## src/rtl/tinker_pkg.sv

```systemverilog
// Shared types and sizing for the memory port arbiter: state encoding,
// bus widths and the default shared-memory capacity.
package tinker_pkg;

  localparam int ADDR_W           = 32;
  localparam int DATA_W           = 64;
  localparam int INSTR_W          = 32;
  localparam int MEM_SIZE_DEFAULT = 524288;

  typedef enum logic [1:0] {
    IDLE = 2'd0,
    WAIT = 2'd1,
    RESP = 2'd2
  } arb_state_t;

endpackage

```

## src/rtl/arb_priority_sel.sv

```systemverilog
// Combinational winner selection between fetch and data requests.
// With ARB_STARVE_GUARD_EN defined, a starved fetch port wins once its loss count hits STARVE_LIMIT.
module arb_priority_sel
`ifdef ARB_STARVE_GUARD_EN
#(
  parameter int STARVE_LIMIT = 4,
  parameter int CNT_W        = 3
)
`endif
(
  input  logic             if_req,
  input  logic             dm_req,
`ifdef ARB_STARVE_GUARD_EN
  input  logic [CNT_W-1:0] starve_cnt,
`endif
  output logic             sel_if,
  output logic             sel_dm
);

  logic force_if;

  always_comb begin
`ifdef ARB_STARVE_GUARD_EN
    force_if = (starve_cnt == CNT_W'(STARVE_LIMIT));
`else
    force_if = 1'b0;
`endif
    sel_dm = dm_req & ~(if_req & force_if);
    sel_if = if_req & ~sel_dm;
  end

endmodule

```

## src/rtl/mem_port_arbiter.sv

```systemverilog
// Arbitrates a fetch port and a data port onto one shared memory, one transaction in flight.
// Optional fetch starvation guard enabled by defining ARB_STARVE_GUARD_EN.
module mem_port_arbiter
  import tinker_pkg::*;
#(
  parameter int MEM_SIZE     = MEM_SIZE_DEFAULT,
  parameter int LATENCY      = 2,
  parameter int STARVE_LIMIT = 4
) (
  input  logic               clk,
  input  logic               reset,
  input  logic               if_req,
  input  logic [ADDR_W-1:0]  if_addr,
  output logic               if_gnt,
  output logic               if_rvalid,
  output logic [INSTR_W-1:0] if_rdata,
  input  logic               dm_req,
  input  logic               dm_we,
  input  logic [ADDR_W-1:0]  dm_addr,
  input  logic [DATA_W-1:0]  dm_wdata,
  output logic               dm_gnt,
  output logic               dm_rvalid,
  output logic [DATA_W-1:0]  dm_rdata,
  output logic               dm_err,
  output logic               mem_en,
  output logic               mem_we,
  output logic [ADDR_W-1:0]  mem_addr,
  output logic [DATA_W-1:0]  mem_wdata,
  input  logic [DATA_W-1:0]  mem_rdata,
  output logic               busy
);

  localparam logic [ADDR_W-1:0] DM_LAST   = ADDR_W'(MEM_SIZE - 8);
  localparam logic [ADDR_W-1:0] IF_LAST   = ADDR_W'(MEM_SIZE - 4);
  localparam logic [1:0]        WAIT_INIT = (LATENCY > 1) ? 2'(LATENCY - 2) : 2'd0;
  localparam arb_state_t        READ_NEXT = (LATENCY > 1) ? WAIT : RESP;

  arb_state_t        state_q, state_d;
  logic [ADDR_W-1:0] addr_q, addr_d;
  logic              own_dm_q, own_dm_d;
  logic              fault_q, fault_d;
  logic [1:0]        wcnt_q, wcnt_d;
  logic              sel_if, sel_dm;
  logic              dm_oor, if_oor;

  assign dm_oor = (dm_addr > DM_LAST);
  assign if_oor = (if_addr > IF_LAST);

`ifdef ARB_STARVE_GUARD_EN
  localparam int CNT_W = $clog2(STARVE_LIMIT + 1);
  logic [CNT_W-1:0] starve_q, starve_d;

  arb_priority_sel #(.STARVE_LIMIT(STARVE_LIMIT), .CNT_W(CNT_W)) u_sel (
    .if_req    (if_req),
    .dm_req    (dm_req),
    .starve_cnt(starve_q),
    .sel_if    (sel_if),
    .sel_dm    (sel_dm)
  );

  // Count only real losses: both requesting in IDLE and data taking the slot.
  always_comb begin
    starve_d = starve_q;
    if (state_q == IDLE) begin
      if (sel_if) begin
        starve_d = '0;
      end else if (sel_dm && if_req && (starve_q != CNT_W'(STARVE_LIMIT))) begin
        starve_d = starve_q + 1'b1;
      end
    end
  end

  always_ff @(posedge clk or posedge reset) begin
    if (reset) begin
      starve_q <= '0;
    end else begin
      starve_q <= starve_d;
    end
  end
`else
  arb_priority_sel u_sel (
    .if_req(if_req),
    .dm_req(dm_req),
    .sel_if(sel_if),
    .sel_dm(sel_dm)
  );
`endif

  always_comb begin
    state_d   = state_q;
    addr_d    = addr_q;
    own_dm_d  = own_dm_q;
    fault_d   = fault_q;
    wcnt_d    = wcnt_q;
    if_gnt    = 1'b0;
    if_rvalid = 1'b0;
    if_rdata  = '0;
    dm_gnt    = 1'b0;
    dm_rvalid = 1'b0;
    dm_rdata  = '0;
    dm_err    = 1'b0;
    mem_en    = 1'b0;
    mem_we    = 1'b0;
    mem_addr  = '0;
    mem_wdata = '0;
    busy      = 1'b0;

    unique case (state_q)
      IDLE: begin
        if (sel_dm) begin
          dm_gnt    = 1'b1;
          mem_en    = ~dm_oor;
          mem_addr  = dm_addr;
          mem_wdata = dm_wdata;
          if (dm_we) begin
            // Writes complete in the grant cycle; only a fault produces a response.
            mem_we    = ~dm_oor;
            dm_rvalid = dm_oor;
            dm_err    = dm_oor;
          end else begin
            addr_d   = dm_addr;
            own_dm_d = 1'b1;
            fault_d  = dm_oor;
            wcnt_d   = WAIT_INIT;
            state_d  = READ_NEXT;
          end
        end else if (sel_if) begin
          if_gnt   = 1'b1;
          mem_en   = ~if_oor;
          mem_addr = if_addr;
          addr_d   = if_addr;
          own_dm_d = 1'b0;
          fault_d  = if_oor;
          wcnt_d   = WAIT_INIT;
          state_d  = READ_NEXT;
        end
      end
      WAIT: begin
        busy     = 1'b1;
        mem_en   = ~fault_q;
        mem_addr = addr_q;
        if (wcnt_q == 2'd0) begin
          state_d = RESP;
        end else begin
          wcnt_d = wcnt_q - 2'd1;
        end
      end
      RESP: begin
        busy     = 1'b1;
        mem_en   = ~fault_q;
        mem_addr = addr_q;
        state_d  = IDLE;
        if (own_dm_q) begin
          dm_rvalid = 1'b1;
          dm_err    = fault_q;
          dm_rdata  = fault_q ? '0 : mem_rdata;
        end else begin
          if_rvalid = 1'b1;
          if_rdata  = fault_q ? '0 : mem_rdata[INSTR_W-1:0];
        end
      end
      default: state_d = IDLE;
    endcase

    // Reset silences every output at once, even while IDLE sees a request.
    if (reset) begin
      if_gnt    = 1'b0;
      if_rvalid = 1'b0;
      if_rdata  = '0;
      dm_gnt    = 1'b0;
      dm_rvalid = 1'b0;
      dm_rdata  = '0;
      dm_err    = 1'b0;
      mem_en    = 1'b0;
      mem_we    = 1'b0;
      mem_addr  = '0;
      mem_wdata = '0;
      busy      = 1'b0;
    end
  end

  always_ff @(posedge clk or posedge reset) begin
    if (reset) begin
      state_q  <= IDLE;
      addr_q   <= '0;
      own_dm_q <= 1'b0;
      fault_q  <= 1'b0;
      wcnt_q   <= 2'd0;
    end else begin
      state_q  <= state_d;
      addr_q   <= addr_d;
      own_dm_q <= own_dm_d;
      fault_q  <= fault_d;
      wcnt_q   <= wcnt_d;
    end
  end

endmodule
```

## config.mk

```make
export PLATFORM = sky130hd
export DESIGN_NAME = mem_port_arbiter
export DESIGN_NICKNAME = d
export VERILOG_FILES = /design/src/rtl/tinker_pkg.sv /design/src/rtl/arb_priority_sel.sv /design/src/rtl/mem_port_arbiter.sv
export SDC_FILE = /design/constraint.sdc
export NUM_CORES = 1
export LEC_CHECK = 0
export ABC_AREA = 1
export CORE_AREA = 2 2 156 158
export DETAILED_ROUTE_END_ITERATION = 8
export DIE_AREA = 0 0 158 160
export PLACE_DENSITY = 0.59
export SLEW_MARGIN = 25
export SYNTH_ARGS = -nofsm -noshare
export SYNTH_HDL_FRONTEND = slang
export SYNTH_HIERARCHICAL = 1
export SYNTH_SLANG_ARGS = --single-unit
export TNS_END_PERCENT = 5
```

## constraint.sdc

```tcl
create_clock -name clk -period 6.39 [get_ports clk]
set_input_delay 0.9585 -clock clk [delete_from_list [all_inputs] [get_ports clk]]
set_output_delay 0.9585 -clock clk [all_outputs]
set_load 0.02 [all_outputs]
```

Word-level counts from Yosys, hierarchy flattened
Cells that the tools add are included.
Word-level totals
  input port bits: 197
  bits in registers: 38
  logic and storage cells: 90
  output and inout bits: 200
Operators by class
  eq/ne operators: 7
  reductions and logical operators: 8
  mux-type cells: 62
  $lt $le $gt $ge: 2
  add/subtract/negate cells: 1
  bitwise gates (word level): 5
Operators by type and width (count)
  2-to-1 mux 64 bit: 7
  2-to-1 mux 32 bit: 10
  greater-than comparator 32 x 19 -> 1 bit (second input constant): 2
  case mux 32 bit (2 select lines): 1
  2-to-1 mux 1 bit: 31
  2-to-1 mux 2 bit: 8
  case mux 2 bit (2 select lines): 2
  inequality test 2 bit (second input constant): 3
  inequality test 3 bit (second input constant): 2
  case mux 1 bit (2 select lines): 3
  AND reduction 3 bit: 2
  logical NOT 2 bit: 2
  inverter 1 bit: 4
  AND reduction 4 bit: 1
  nonzero test 2 bit: 2
  == test 2 x 1 -> 1 bit (second input constant): 1
  == test 2 bit (second input constant): 1
  OR reduction 2 bit: 1
  subtractor 2 x 1 -> 2 bit (second input constant): 1
  bitwise AND 1 bit: 1

Logic depth before layout (Yosys ltp)
Gate-level depths: netlist (run 1).
  depth in word-level cells: 6
  depth in mapped cells: 11
  gate-level depth less buffers: 11

By module
The synthesis (run 1) kept the hierarchy.
By module, submodules not included
  mem_port_arbiter: instances 1, cells an instance 776, seq. area each 950.9 um^2, area each 4326.6 um^2
  arb_priority_sel: instances 1, cells an instance 3, seq. area each 0.0 um^2, area each 17.5 um^2

Worst setup path before layout (run 1)
OpenSTA, ideal clock, no wires.
  kind: input to output
  start: input port reset
  end: output port if_rdata[22]
  slack: 2625 ps
  buffers on the path: 2
  required time: 5431 ps
  cell stages on the path: 5
  arrival time: 2806 ps
  path through: buf_6 > inv_1 > nand3_1 > buf_2 > nor2_1
On the way
  cells in the longest elaborated chain, start to end: 1
RTL lines
  from (decl): RTL line mem_port_arbiter.sv:11  | input logic reset,
  2-to-1 mux 32 bit: RTL line mem_port_arbiter.sv:166  | if (reset) begin
  to (decl): RTL line mem_port_arbiter.sv:16  | output logic [INSTR_W-1:0] if_rdata,
No other way between the ends.

Worst setup path after layout (run 1)
  start: input port dm_req
  end: output port mem_wdata[45]
On the way
  cells in the longest elaborated chain, start to end: 3
RTL lines
  from (decl): RTL line mem_port_arbiter.sv:17  | input logic dm_req,
  2-to-1 mux 64 bit: RTL line mem_port_arbiter.sv:110  | if (sel_dm) begin
  2-to-1 mux 64 bit: RTL line mem_port_arbiter.sv:108  | unique case (state_q)
  2-to-1 mux 64 bit: RTL line mem_port_arbiter.sv:166
  to (decl): RTL line mem_port_arbiter.sv:28  | output logic [DATA_W-1:0] mem_wdata,
No other way between the ends.

==> results.json, run 1 <==
{
  "die_area_um2": 25300,
  "grt_antenna_before_repair": 11,
  "post-cts-setup-buffers": 0,
  "grt_pass1_wl_um": 33800,
  "yosys.cell_types.count": 33,
  "fin_crit_ns": 4.70,
  "drtAntennaViolNets": 0,
  "num_vias": 5977,
  "fp.dieH_um": 160,
  "cts_tree": "built",
  "synth-edff-count": 0,
  "ys.warnings.count": 6,
  "die-width_um": 158,
  "synth-seq-cells": 38,
  "portBuffers": 396,
  "cts_buffers": 5,
  "crit_path_start_kind": "input port",
  "yosys.area.top_type": "nand2_1",
  "whs_ns": 0.475,
  "ys_seq_area_share_pct": 21.9,
  "initial_utilization_pct": 18.2,
  "rsz0062_at_grt": "no",
  "switchingPower_w": 0.000997,
  "cap_violations": 0,
  "timing.hold.worst.class": "reg -> reg",
  "drive_gt1_share_pct": 5.37,
  "syn_to_final_growth_pct": 97.3,
  "clk-insertion-delay-late_ns": 0.28,
  "synth_nets": 981,
  "clkPwrFrac_pct": 14.0,
  "clockBufferDepth": 2,
  "leakage_nw": 3.71,
  "grt_pass1_vias": 5724,
  "finalHoldViolations": 0,
  "outcome": "finished clean",
  "via_per_inst": 4.07,
  "clk_pin_slew_ns": 0.06,
  "nets": 1338,
  "overflow": 0,
  "peakVddDrop_uv": 173,
  "fp.coreArea_um2": 23800,
  "avgSynthCellArea_um2": 5.58,
  "first_pass_iters": 4,
  "intPower_w": 0.00109,
  "cts_max_level": 2,
  "fmax_mhz": 213,
  "root_buffer": "clkbuf_16",
  "cp.arrival_ns": 3.74,
  "required_ns": 5.43,
  "slew_violations": 0,
  "finalSetupTns_ns": 0,
  "dpl.hpwl_um": 18400,
  "drt_iter0_markers": 350,
  "synth_top_flop_cell": "dfrtp_1",
  "async_reset_ff_share_pct": 100,
  "grt_use_total_pct": 17.2,
  "clock_skew_ns": 0.00443,
  "finalPower_w": 0.00209,
  "synth_area_leaders": "nand2_1, dfrtp_1, nor2_1, inv_1, a22oi_1",
  "routedWlPerCell_um": 15.8,
  "syn_inst": 779,
  "cts_resized": 0,
  "pwr-share-comb_pct": 66.3,
  "p_seq_share_pct": 19.7,
  "finalSetupViolations": 0,
  "routed_wl_um": 23200,
  "drc": 0,
  "yosys.area.top_type_share_pct": 23.3,
  "grt_max_degree": 65,
  "worst_pin_slew_ns": 0.965,
  "num_rows": 57,
  "cts_sinks": 38,
  "power.density_nw_per_um2": 244,
  "crit_fanout": 64,
  "swShare_pct": 47.7,
  "worstSetupPathType": "in -> out",
  "io_pins": 397,
  "cts_hold_buffers": 0,
  "place_congestion": 0.873,
  "slew-limit-headroom_pct": 35.6,
  "netlist_area_um2": 4340,
  "end_kind": "primary output",
  "finalCritPeriodShare_pct": 73.6
}
metal layers:
layer	GRT usage, %	wire length (µm)
met1	21.0	9830
met2	28.5	10700
met3	6.13	2280
met4	4.59	311
met5	0	27
Yosys cell counts (6+ instances only):
library cell  instances
a22oi_1              26
a21oi_1              14
inv_1                90
inv_2                 6
buf_2                20
dfrtp_1              38
nor2_1              210
nor2_2                6
a21oi_2              22
nand2_1             270
nand3_1               6
o21ai_0              13
buf_6                16
placed cells by master (no fill, tap or decap), types with 2 or more instances in the layout:
master / n
a21oi_1: 14
a21oi_2: 22
a22oi_1: 26
buf_4: 3
clkbuf_16: 5
clkdlybuf4s50_1: 395
clkinv_2: 2
dfrtp_1: 38
diode_2: 9
ha_1: 4
inv_1: 89
inv_2: 6
nand2_1: 269
nand2_2: 3
nand2_4: 2
nand3_1: 6
nand3_2: 2
nand4_1: 2
nor2_1: 210
nor2_2: 6
nor2_4: 2
o211ai_1: 5
o21ai_0: 13
logic make-up after synthesis:
group                    synth area share [%]
flip-flops                               21.9
multiplexers                            0.230
adder cells (fa/ha/maj)                  1.44
AO/OA/AOI/OAI                            13.2
buffers and inverters                    16.6
AND/OR/NAND/NOR                          46.5
state kept, by name, summed over array words and instances (netlist names):
register and flops:
state_q 2, own_dm_q 1, wcnt_q 2, fault_q 1, addr_q 32
critical path, cell delays in order:
cell	delay, ns
buf_2	0.71
nand2_1	0.22
nor2_2	0.18
clkinv_2	0.63
nor2_1	0.33
clkdlybuf4s50_1	0.65
final timing paths:
| path | from | slack [ns] | cells past startpoint | to |
|---|---|---|---|---|
| setup reg to reg | state_q[0] | 3.69 | 7 | addr_q[3] |
| setup / recovery | dm_req | 1.69 | 6 | mem_wdata[45] |
| hold / removal | addr_q[13] | 0.47 | 2 | addr_q[13] |
| hold reg to reg | addr_q[13] | 0.47 | 2 | addr_q[13] |
| max in group asynchronous | reset | 4.45 | 3 | addr_q[4] |
| min in group asynchronous | reset | 1.21 | 2 | own_dm_q |
area by class of cell:
cell class	instances	area [µm²]
fill	2629	15200
timing repair buffer	399	3980
multi-input combinational	595	2680
sequential	38	951
tap	324	405
inverter	97	367
clock buffer	6	139
clock inverter	1	30.0
antenna	9	22.5
through the flow:
step | util, % | instances | cell area [µm²] | setup slack (ns)
finish | 36.0 | 1469 | 8570 | 1.69
global route | 35.9 | 1466 | 8560 | 1.41
CTS | 35.9 | 1460 | 8550 | 2.01
detailed placement | 35.2 | 1453 | 8380 | 2.01
global placement | 35.1 | 1453 | 8370 | 1.92
floorplan | - | 779 | 4340 | 2.63
power groups by stage:
stage / logic (W) / registers [W] / clock network (W)
after floorplan: 0.000885 / 0.000394 / 0
after CTS: 0.00140 / 0.000410 / 0.000300
after global routing: 0.00152 / 0.000425 / 0.000310
final: 0.00139 / 0.000411 / 0.000292
after detailed placement: 0.00140 / 0.000411 / 0
after global placement: 0.00140 / 0.000411 / 0
No activity file was read; power rests on OpenSTA's default activity.
==> inputs of run 2 (changes only) <==
Settings changed: PLACE_DENSITY 0.59 to 0.61.
Clock period 6.39 ns to 3.9 ns, I/O delays scaled along.
==> run 2 against run 1 <==
  * Final cell count is 0.54% higher
  * Die area unchanged
  * Hold slack better by 0.0043 ns
  * Clock skew barely moved
  * Utilization is 0.42 points higher
  * Sequential power is 63% higher
  * Total power grew 70%
  * Sequential share of layout area is 0.13 points lower
  * Via count increased by 2.6%
  * Flip-flop and latch count unchanged
  * Largest cell class unchanged
==> results.json, run 2 (synthesis results as in run 1) <==
{
  "outcome": "finished clean",
  "routed_wl_um": 23700,
  "required_ns": 3.31,
  "clock_skew_ns": 0.00491,
  "wl_met2_um": 11500,
  "nets": 1350,
  "end_kind": "primary output",
  "first_pass_iters": 5,
  "cap_violations": 0,
  "num_vias": 6134,
  "postPlaceCellArea_um2": 8460,
  "largest_reg_flops": 32,
  "clockBufferDepth": 2,
  "finalSetupViolations": 0,
  "via_per_inst": 4.15,
  "portBuffers": 396,
  "slew_violations": 0,
  "reg_top3": "addr_q x32, state_q x2, wcnt_q x2",
  "final_cell_mix": "clkdlybuf4s50_1, nand2_1, nor2_1",
  "slew-limit-headroom_pct": 50.5,
  "place_congestion": 0.834,
  "drive_gt1_share_pct": 6.18,
  "n_fill_cell": 2633,
  "worst_pin_slew_ns": 0.743,
  "clk_pin_slew_ns": 0.06,
  "fmax_mhz": 301,
  "num_rows": 57,
  "wl_met3_um": 1890,
  "leakage_nw": 3.78,
  "regArea_um2": 951,
  "cts_max_level": 2,
  "grt_max_degree": 65,
  "fin_crit_ns": 3.32,
  "cp.arrival_ns": 2.74,
  "grt_use_total_pct": 17.5,
  "fin_area_um2": 8670,
  "drtAntennaViolNets": 0,
  "dpl.hpwl_um": 19300,
  "regMostFlops": "addr_q",
  "crit_fanout": 21,
  "die-width_um": 158,
  "post-route-util_pct": 36.4,
  "initial_utilization_pct": 18.2,
  "io_pins": 397,
  "wl_met1_um": 9800,
  "fp.coreArea_um2": 23800,
  "syn_to_final_growth_pct": 99.6,
  "multiInputGateArea_um2": 2670,
  "timing.hold.worst.class": "reg -> reg",
  "cts_sinks": 38,
  "post-cts-setup-buffers": 0,
  "finalCritPeriodShare_pct": 85.2,
  "crit_path_start_kind": "flop",
  "cts_buffers": 5,
  "drc": 0,
  "grt_pass1_vias": 5798,
  "grt_pass1_wl_um": 34200,
  "root_buffer": "clkbuf_16",
  "overflow": 0,
  "power.density_nw_per_um2": 409,
  "drt_iter0_markers": 315,
  "peakVddDrop_uv": 215,
  "rsz0062_at_grt": "no",
  "worstSetupPathType": "reg -> out",
  "final_common_cell": "clkdlybuf4s50_1",
  "routedWlPerCell_um": 16.1,
  "cts_resized": 0,
  "finalHoldViolations": 0,
  "fp.dieH_um": 160,
  "clk-insertion-delay-late_ns": 0.29,
  "finalSetupTns_ns": 0,
  "top_layer": "met5",
  "cts_tree": "built",
  "grt_antenna_before_repair": 5,
  "die_area_um2": 25300,
  "cts_hold_buffers": 0
}
run 2: worst paths after layout:
path | startpoint | end | slack, ns | depth (start not counted)
max | state_q[0] | dm_rdata[31] | 0.58 | 8
min | addr_q[20] | addr_q[20] | 0.48 | 2
max reg2reg | state_q[0] | addr_q[3] | 1.56 | 7
min reg2reg | addr_q[20] | addr_q[20] | 0.48 | 2
max in group asynchronous | reset | addr_q[11] | 2.56 | 3
min in group asynchronous | reset | own_dm_q | 0.96 | 3
run 2: cell type report:
class                      count  area share, %
clock buffer                   6           1.60
sequential                    38           11.0
multi-input combinational    595           30.8
antenna                        4          0.115
timing repair buffer         411           47.0
clock inverter                 2          0.693
inverter                      97           4.20
tap                          324           4.68
run 2: per-stage QoR:
| stage | cells | hold WS, ns | power (W) | setup slack, ns |
|---|---|---|---|---|
| floorplan | 779 | 0.442 | 0.00210 | 0.882 |
| global placement | 1465 | 0.455 | 0.00300 | 0.553 |
| detailed placement | 1465 | 0.463 | 0.00302 | 0.544 |
| CTS | 1473 | 0.478 | 0.00360 | 0.500 |
| global route | 1477 | 0.494 | 0.00379 | 0.396 |
| finish | 1477 | 0.479 | 0.00355 | 0.575 |
run 2: per-layer routing:
metal,vias to the layer above,global-route usage [%]
li1,3073,-
met1,2787,20.8
met2,246,31.3
met3,26,3.93
met4,2,4.59
met5,-,0
run 2: worst max-delay path, stage by stage (launching register included):
cell and delay, ns:
dfrtp_1 0.40, inv_1 0.11, ha_1 0.21, nand2_1 0.15, inv_1 0.42, nand2_1 0.14, buf_4 0.24, nor2_1 0.12
clkdlybuf4s50_1 0.67
run 2: where the power goes:
group          internal (W)  total [W]  switching (W)  leakage [nW]
logic              0.000926    0.00231        0.00139          3.21
registers          0.000569   0.000670       0.000102         0.477
clock network      0.000384   0.000560       0.000176        0.0971
total               0.00188    0.00355        0.00167          3.78
